--- src/rtl/aes_pkg.sv ---
// AES shared types, constants and ShiftRows byte-permutation helpers.
// Byte k sits at state[8k+7:8k]; row = k mod 4, column = k div 4.
package aes_pkg;

  typedef logic [127:0] aes_state_t;
  typedef logic [7:0]   aes_byte_t;

  localparam int AES_NB          = 4;
  localparam int AES_STATE_BYTES = 16;

  // Row r rotates left by r columns.
  function automatic aes_state_t shift_rows_f(input aes_state_t s);
    aes_state_t o;
    o = '0;
    for (int c = 0; c < AES_NB; c++) begin
      for (int r = 0; r < 4; r++) begin
        o[8*(r+4*c) +: 8] = s[8*(r+4*((c+r)%AES_NB)) +: 8];
      end
    end
    return o;
  endfunction

  // Row r rotates right by r columns.
  function automatic aes_state_t inv_shift_rows_f(input aes_state_t s);
    aes_state_t o;
    o = '0;
    for (int c = 0; c < AES_NB; c++) begin
      for (int r = 0; r < 4; r++) begin
        o[8*(r+4*c) +: 8] =
          s[8*(r+4*((c-r+AES_NB)%AES_NB)) +: 8];
      end
    end
    return o;
  endfunction

endpackage

--- src/rtl/aes_shift_rows_comb.sv ---
// Combinational ShiftRows byte permutation.
// SHIFT_ROWS_INV_EN adds an inv select for InvShiftRows.
module aes_shift_rows_comb
  import aes_pkg::*;
(
`ifdef SHIFT_ROWS_INV_EN
  input  logic         inv,
`endif
  input  logic [127:0] input_state,
  output logic [127:0] output_state
);

`ifdef SHIFT_ROWS_INV_EN
  always_comb begin
    output_state = shift_rows_f(input_state);
    if (inv) output_state = inv_shift_rows_f(input_state);
  end
`else
  always_comb begin
    output_state = shift_rows_f(input_state);
  end
`endif

endmodule

--- src/rtl/aes_shift_rows.sv ---
// AES ShiftRows stage with optional output register (REG_OUT).
// SHIFT_ROWS_INV_EN enables the inv port for InvShiftRows.
module aes_shift_rows
  import aes_pkg::*;
#(
  parameter bit REG_OUT = 1'b1
) (
  input  logic         clk,
  input  logic         rst_n,
`ifdef SHIFT_ROWS_INV_EN
  input  logic         inv,
`endif
  input  logic         in_valid,
  input  logic [127:0] input_state,
  output logic         out_valid,
  output logic [127:0] output_state
);

  aes_state_t perm;

  aes_shift_rows_comb u_comb (
`ifdef SHIFT_ROWS_INV_EN
    .inv          (inv),
`endif
    .input_state  (input_state),
    .output_state (perm)
  );

  generate
    if (REG_OUT) begin : g_reg
      always_ff @(posedge clk) begin
        if (!rst_n) begin
          out_valid    <= 1'b0;
          output_state <= '0;
        end else begin
          out_valid <= in_valid;
          if (in_valid) output_state <= perm;
        end
      end
    end else begin : g_comb
      // Clock and reset are intentionally idle here.
      logic unused_clk_rst;
      assign unused_clk_rst = clk ^ rst_n;
      assign out_valid      = in_valid;
      assign output_state   = perm;
    end
  endgenerate

endmodule

--- config.mk ---
export PLATFORM = sky130hd
export DESIGN_NAME = aes_shift_rows
export DESIGN_NICKNAME = d
export VERILOG_FILES = /design/src/rtl/aes_pkg.sv /design/src/rtl/aes_shift_rows_comb.sv /design/src/rtl/aes_shift_rows.sv
export SDC_FILE = /design/constraint.sdc
export NUM_CORES = 1
export LEC_CHECK = 0
export BUFFER_PORTS_ARGS = -buffer_cell sky130_fd_sc_hd__buf_4
export CAP_MARGIN = 20
export CORE_AREA = 2 2 109 111
export DETAILED_ROUTE_END_ITERATION = 7
export DIE_AREA = 0 0 111 113
export PLACE_DENSITY = 0.86
export SETUP_SLACK_MARGIN = 0.15
export SLEW_MARGIN = 25
export SYNTH_ARGS = -nofsm -noshare
export SYNTH_HDL_FRONTEND = slang
export SYNTH_SLANG_ARGS = --single-unit
--- constraint.sdc ---
create_clock -name clk -period 2.53 [get_ports clk]
set_clock_uncertainty 0.2 [all_clocks]
set_input_delay 0.1265 -clock clk [delete_from_list [all_inputs] [get_ports clk]]
set_output_delay 0.1265 -clock clk [all_outputs]
set_load 0.005 [all_outputs]
==> summary.md, run 1 <==
| Metric | Value |
|---|---|
| Die Wd | 111 microns |
| Vias in the first global route | 4,765 |
| CP Max Fanout | 2 |
| Row count | 39 |
| Buf/Inv on CP | 1 |
| Final slew viol count | 0 |
| RSZ-0062 raised after global routing | no |
| Worst path slowest cell | dfxtp_1 |
| GR Overflow Total | 0 |
| Met3 wire length | 1.172 mm |
| First-pass GRT wire length | 24.29 mm |
| Fin crit share | 0.4898 |
| Max_slew headroom | 0.3660 |
| Die Y-Extent | 113 microns |
| Number of port buffers | 259 |
| Setup crit end kind | primary output |
| Setup bufs post-CTS | 0 |
| I/O Pins | 260 |
| Worst VDD drop | 0.5210 mV |
| DP Worst Slack | 961.2 ps |
| Top Family by Delay on Critical Path | flip-flops |
| Status | finished, final reports clean |
| Num CTS Buffers | 17 |
| Fmax achieved | 806.9 MHz |
| Worst Hold Class | in -> reg |
| Skew-Pair Late Insertion Delay | 410 ps |
| DRT met1 WL | 5.652 mm |
| PnR worst setup slack | 1291 ps |
| Routed len/inst | 16.40 microns |
| Routed WL | 15.59 mm |
| Clock tree buffer depth | 2 |
| FF+latch count, synth | 129 |
| Vias | 4,458 |
| Layout cells sized above 1 | 0.3626 |
| TritonCTS clock tree | yes |
| Setup Crit Path Kind | reg -> out |
| Max Cap Viol | 0 |
| Avg Inst Size Synth | 12.01 sq um |
| Residual DRC | 0 |
| Worst slew pin tran | 951.0 ps |
| Pwr per Cell Area | 644.7 nW/um^2 |
| Final net count | 927 |
| Gpl congestion | 0.7703 |
| Initial antenna violation count | 0 |
| Worst path required time | 2200 ps |
| Synth Net Count | 546 |
| Clock root cell | clkbuf_16 |
| Setup tns final | 0 ps |
| Worst Setup Start Kind | flip-flop |
| Leak Pwr | 4.216 nW |
| Starting density of the core | 0.4423 |
| Area Overhead vs Synth | 75.99% |
| CTS H-Tree Depth | 4 |
| Post-DP HPWL | 8.564 mm |
| CTS clk-pin slew, worst paths | 60 ps |
| Cells after synthesis | 415 |
| Largest net degree at the start of global routing | 130 |
| Core Area | 11,270 sq um |
| DRT iter0 DRCs | 168 |
| Worst Path Arrival | 910 ps |
| Clk sinks | 129 |
| # fillers | 586 |
| Netlist Area Pre-Place | 4986 sq um |
| Count of final setup violators | 0 |
| Final Hold Vio Count | 0 |
| Tmin final | 1239 ps |
| CP peak stage delay | 370 ps |
| Antenna-violating nets left | 0 |
| CP cell instances | buf_4 |
| DR WL met2 | 8.228 mm |
| Max layer used | met4 |
| Die area | 12,540 sq um |
| Unique masters post-synth | 10 |
| Sequential area share after synthesis | 0.5179 |
| Routed vias/inst | 4.688 |
| Ys Warns | 0 |
| DRT Pass-1 Iters | 4 |
| GRT Overall Usage | 0.2469 |
| # diodes | 0 |
path summary, 6_finish.rpt:
path / from / endpoint / slack (ps) / cells past startpoint
min: in_valid / output_state[1] / 80 / 3
max reg2reg: output_state[116] / output_state[116] / 1580 / 2
min reg2reg: output_state[81] / output_state[81] / 320 / 2
max: output_state[29] / output_state[29] / 1290 / 1
metrics by stage:
| step | hold WS (ps) | instance area (sq um) | power (mW) | utilization | cells |
|---|---|---|---|---|---|
| 2_1_floorplan | 95.98 | 4986 | 2.569 | - | 415 |
| 3_3_place_gp | 180.1 | 6865 | 2.902 | 0.6091 | 792 |
| 3_5_place_dp | 190.5 | 6865 | 2.929 | 0.6091 | 792 |
| 4_1_cts | 67.24 | 8775 | 5.667 | 0.7784 | 951 |
| 5_1_grt | 94.38 | 8775 | 5.855 | 0.7784 | 951 |
| 6_report | 76.98 | 8775 | 5.657 | 0.7784 | 951 |
cell type report:
cell class              instances  area, sq um  share of cell area
clock buffers                  21        470.5             0.05361
flip-flops and latches        129         2582              0.2943
repair buffers                391         3297              0.3757
well taps                     143        178.9             0.02039
multi-input cells             257         2088              0.2380
clock inverters                10        157.7             0.01797
cells in the mapped netlist (all sizes together):
master | count | area [sq um]
nor2b | 128 | 800.8
mux2i | 128 | 1281
and2 | 1 | 6.260
dfxtp | 129 | 2582
buf | 16 | 266.5
clkbuf | 13 | 48.80
registers in the layout, summed over array words and instances (netlist names):
| signal | cells |
|---|---|
| output_state | 128 |
| out_valid | 1 |
metal layers:
metal / global-route usage / up-vias
li1: - / 2133
met1: 0.2528 / 2063
met2: 0.4495 / 217
met3: 0.08034 / 45
met4: 0.1308 / 0
met5: 0 / -
where the power goes:
group          internal (mW)  switching, mW
combinational          0.551          0.302
clock                   1.72          0.861
sequential              2.16         0.0711
timing repair:
| action | CTS | global route |
|---|---|---|
| hold buffers | 128 | 0 |
| resized for setup | 0 | 0 |
| endpoints found under the hold margin | 128 | 0 |
logic make-up after synthesis:
| family | count (synthesis) | synth area share |
|---|---|---|
| flops | 129 | 0.5179 |
| simple gates | 129 | 0.1619 |
| mux | 128 | 0.2570 |
| buf+inv | 29 | 0.06323 |
placed cells by master (no fill, tap or decap), drive strengths merged:
cell	n
clkinvlp	3
dfxtp	129
bufinv	4
buf	263
mux2i	128
nor2b	128
clkinv	3
and2	1
dlygate4sd3	128
clkbuf	21
Power figures use the tool's default switching activity.
==> inputs of run 2 (changes only) <==
==> constraint.sdc (replaced) <==
create_clock -name clk -period 1.2 [get_ports clk]
set_clock_uncertainty 0.2 [all_clocks]
set_input_delay 0.06 -clock clk [delete_from_list [all_inputs] [get_ports clk]]
set_output_delay 0.06 -clock clk [all_outputs]
set_load 0.005 [all_outputs]
==> summary.md, run 2 (synthesis results as in run 1) <==
| Metric | Value |
|---|---|
| Setup Crit Path Kind | reg -> out |
| Gpl congestion | 0.7575 |
| Top Family by Delay on Critical Path | flip-flops |
| CTS clk-pin slew, worst paths | 60 ps |
| Post-DP HPWL | 8.693 mm |
| Worst hold slack | -120.7 ps |
| Worst Path Arrival | 870 ps |
| CP cell instances | buf_6 |
| Die Y-Extent | 113 microns |
| Post-CTS Hold Fix Bufs | 128 |
| Worst path required time | 940 ps |
| Worst Hold Class | in -> reg |
| GRT Overall Usage | 0.2985 |
| Starting density of the core | 0.4423 |
| Largest Register | output_state |
| Antenna-violating nets left | 0 |
| Final net count | 971 |
| Largest regs | output_state (128), out_valid (1) |
| Area Overhead vs Synth | 96.34% |
| Reg-to-reg critical path startpoint | output_state[71] |
| # fillers | 471 |
| Initial antenna violation count | 1 |
| Routed WL | 19.85 mm |
| Tmin final | 1133 ps |
| Layout cells sized above 1 | 0.5487 |
| Worst path slowest cell | dfxtp_2 |
| Max_slew headroom | 0.5231 |
| Hold path startpoint | in_valid |
| RSZ-0062 raised after global routing | yes |
| I/O Pins | 260 |
| Final Hold Vio Count | 17 |
| Leak Pwr | 4.625 nW |
| Die Wd | 111 microns |
| Number of flip-flops in the largest register | 128 |
| Pwr per Cell Area | 1299 nW/um^2 |
| Failing checks | negative hold slack |
| Residual DRC | 0 |
| Fin crit share | 0.9442 |
| DP Area | 6888 sq um |
| Most common cell after layout, fill and taps aside | buf_4 |
| CP Max Fanout | 2 |
| Status | finished with violations |
| Vias in the first global route | 5,393 |
| Most frequent cells in the layout | buf_4, buf_6, dfxtp_2, nor2b_1, dlygate4sd3_1 |
| Count of final setup violators | 0 |
| Largest net degree at the start of global routing | 130 |
| Buf/Inv on CP | 1 |
| Core Area | 11,270 sq um |
| Fmax achieved | 882.6 MHz |
| Final slew viol count | 0 |
| CTS H-Tree Depth | 4 |
| First-pass GRT wire length | 28.75 mm |
| GR Overflow Total | 0 |
| DP Worst Slack | -129.9 ps |
| Worst VDD drop | 0.9042 mV |
| Clock tree buffer depth | 2 |
| Routed len/inst | 19.91 microns |
| Setup crit end kind | primary output |
| Worst slew pin tran | 715.3 ps |
| Row count | 39 |
| Critical path origin | output_state[116] |
| Number of port buffers | 259 |
| Routed vias/inst | 4.876 |
| DRT iter0 DRCs | 285 |
| Worst Setup Start Kind | flip-flop |
| TritonCTS clock tree | yes |
| Vias | 4,861 |
| Finished Cell Area | 9789 sq um |
| Skew-Pair Late Insertion Delay | 410 ps |
| Max Cap Viol | 0 |
| Num CTS Buffers | 17 |
| Die area | 12,540 sq um |
| Clock root cell | clkbuf_16 |
| Clk sinks | 129 |
| CP peak stage delay | 360 ps |
| DRT Pass-1 Iters | 4 |
| PnR worst setup slack | 67.02 ps |
## run 2: cell types whose count changed in the layout (fill, tap and decap cells not counted), sizes merged
cell,before,now
diode,0,1
buf,263,307
clkinv,3,5
clkinvlp,3,1
bufinv,4,5
## run 2: metrics by stage
step                      TNS, ps  utilization  cells  hold WS [ps]  total power [mW]
after floorplan                 0            -    415         29.48             5.416
after global placement      -3823       0.6111    795         115.0             6.123
after detailed placement   -11660       0.6111    795         123.3             6.182
after CTS                       0       0.8511    972        -151.1             12.46
after global routing            0       0.8685    997        -103.4             13.10
final                           0       0.8685    997        -120.7             12.72
## run 2: worst min-delay path, cell delays in order
cell     delay [ps]
buf_6           150
mux2i_1         170
nor2b_1          60
## run 2: layout make-up
type / instances / area [sq um] / share of cell area
clock inverters: 11 / 182.7 / 0.01866
multi-input cells: 257 / 2092 / 0.2137
flip-flops and latches: 129 / 2744 / 0.2803
clock buffers: 21 / 470.5 / 0.04806
diodes: 1 / 2.502 / 0.0002556
well taps: 143 / 178.9 / 0.01828
repair buffers: 435 / 4119 / 0.4208
## run 2: final timing paths
path	end	slack (ps)	depth (start not counted)
worst min register to register	output_state[104]	320	2
worst max register to register	output_state[71]	110	3
worst min-delay path	output_state[23]	-120	3
worst max-delay path	output_state[116]	70	1
## run 2: repair_timing
| item | CTS | global route |
|---|---|---|
| hold endpoints to repair | 128 | 5 |
| endpoints found under the setup margin | 129 | 137 |
| resized for setup | 257 | 4 |
| buffers inserted | 17 | 24 |
## run 2: per-layer routing
metal,share of wire,GRT usage,up-vias
met3,0.068,0.09106,79
li1,-,-,2227
met1,0.35,0.2872,2297
met5,0,0,-
met4,0.053,0.1633,0
met2,0.53,0.5681,258
## run 2: power by group
group	switching (mW)	internal [mW]	total, mW
registers	0.208	4.60	4.81
clock network	1.90	3.83	5.74
logic	0.758	1.41	2.17
total	2.87	9.85	12.7
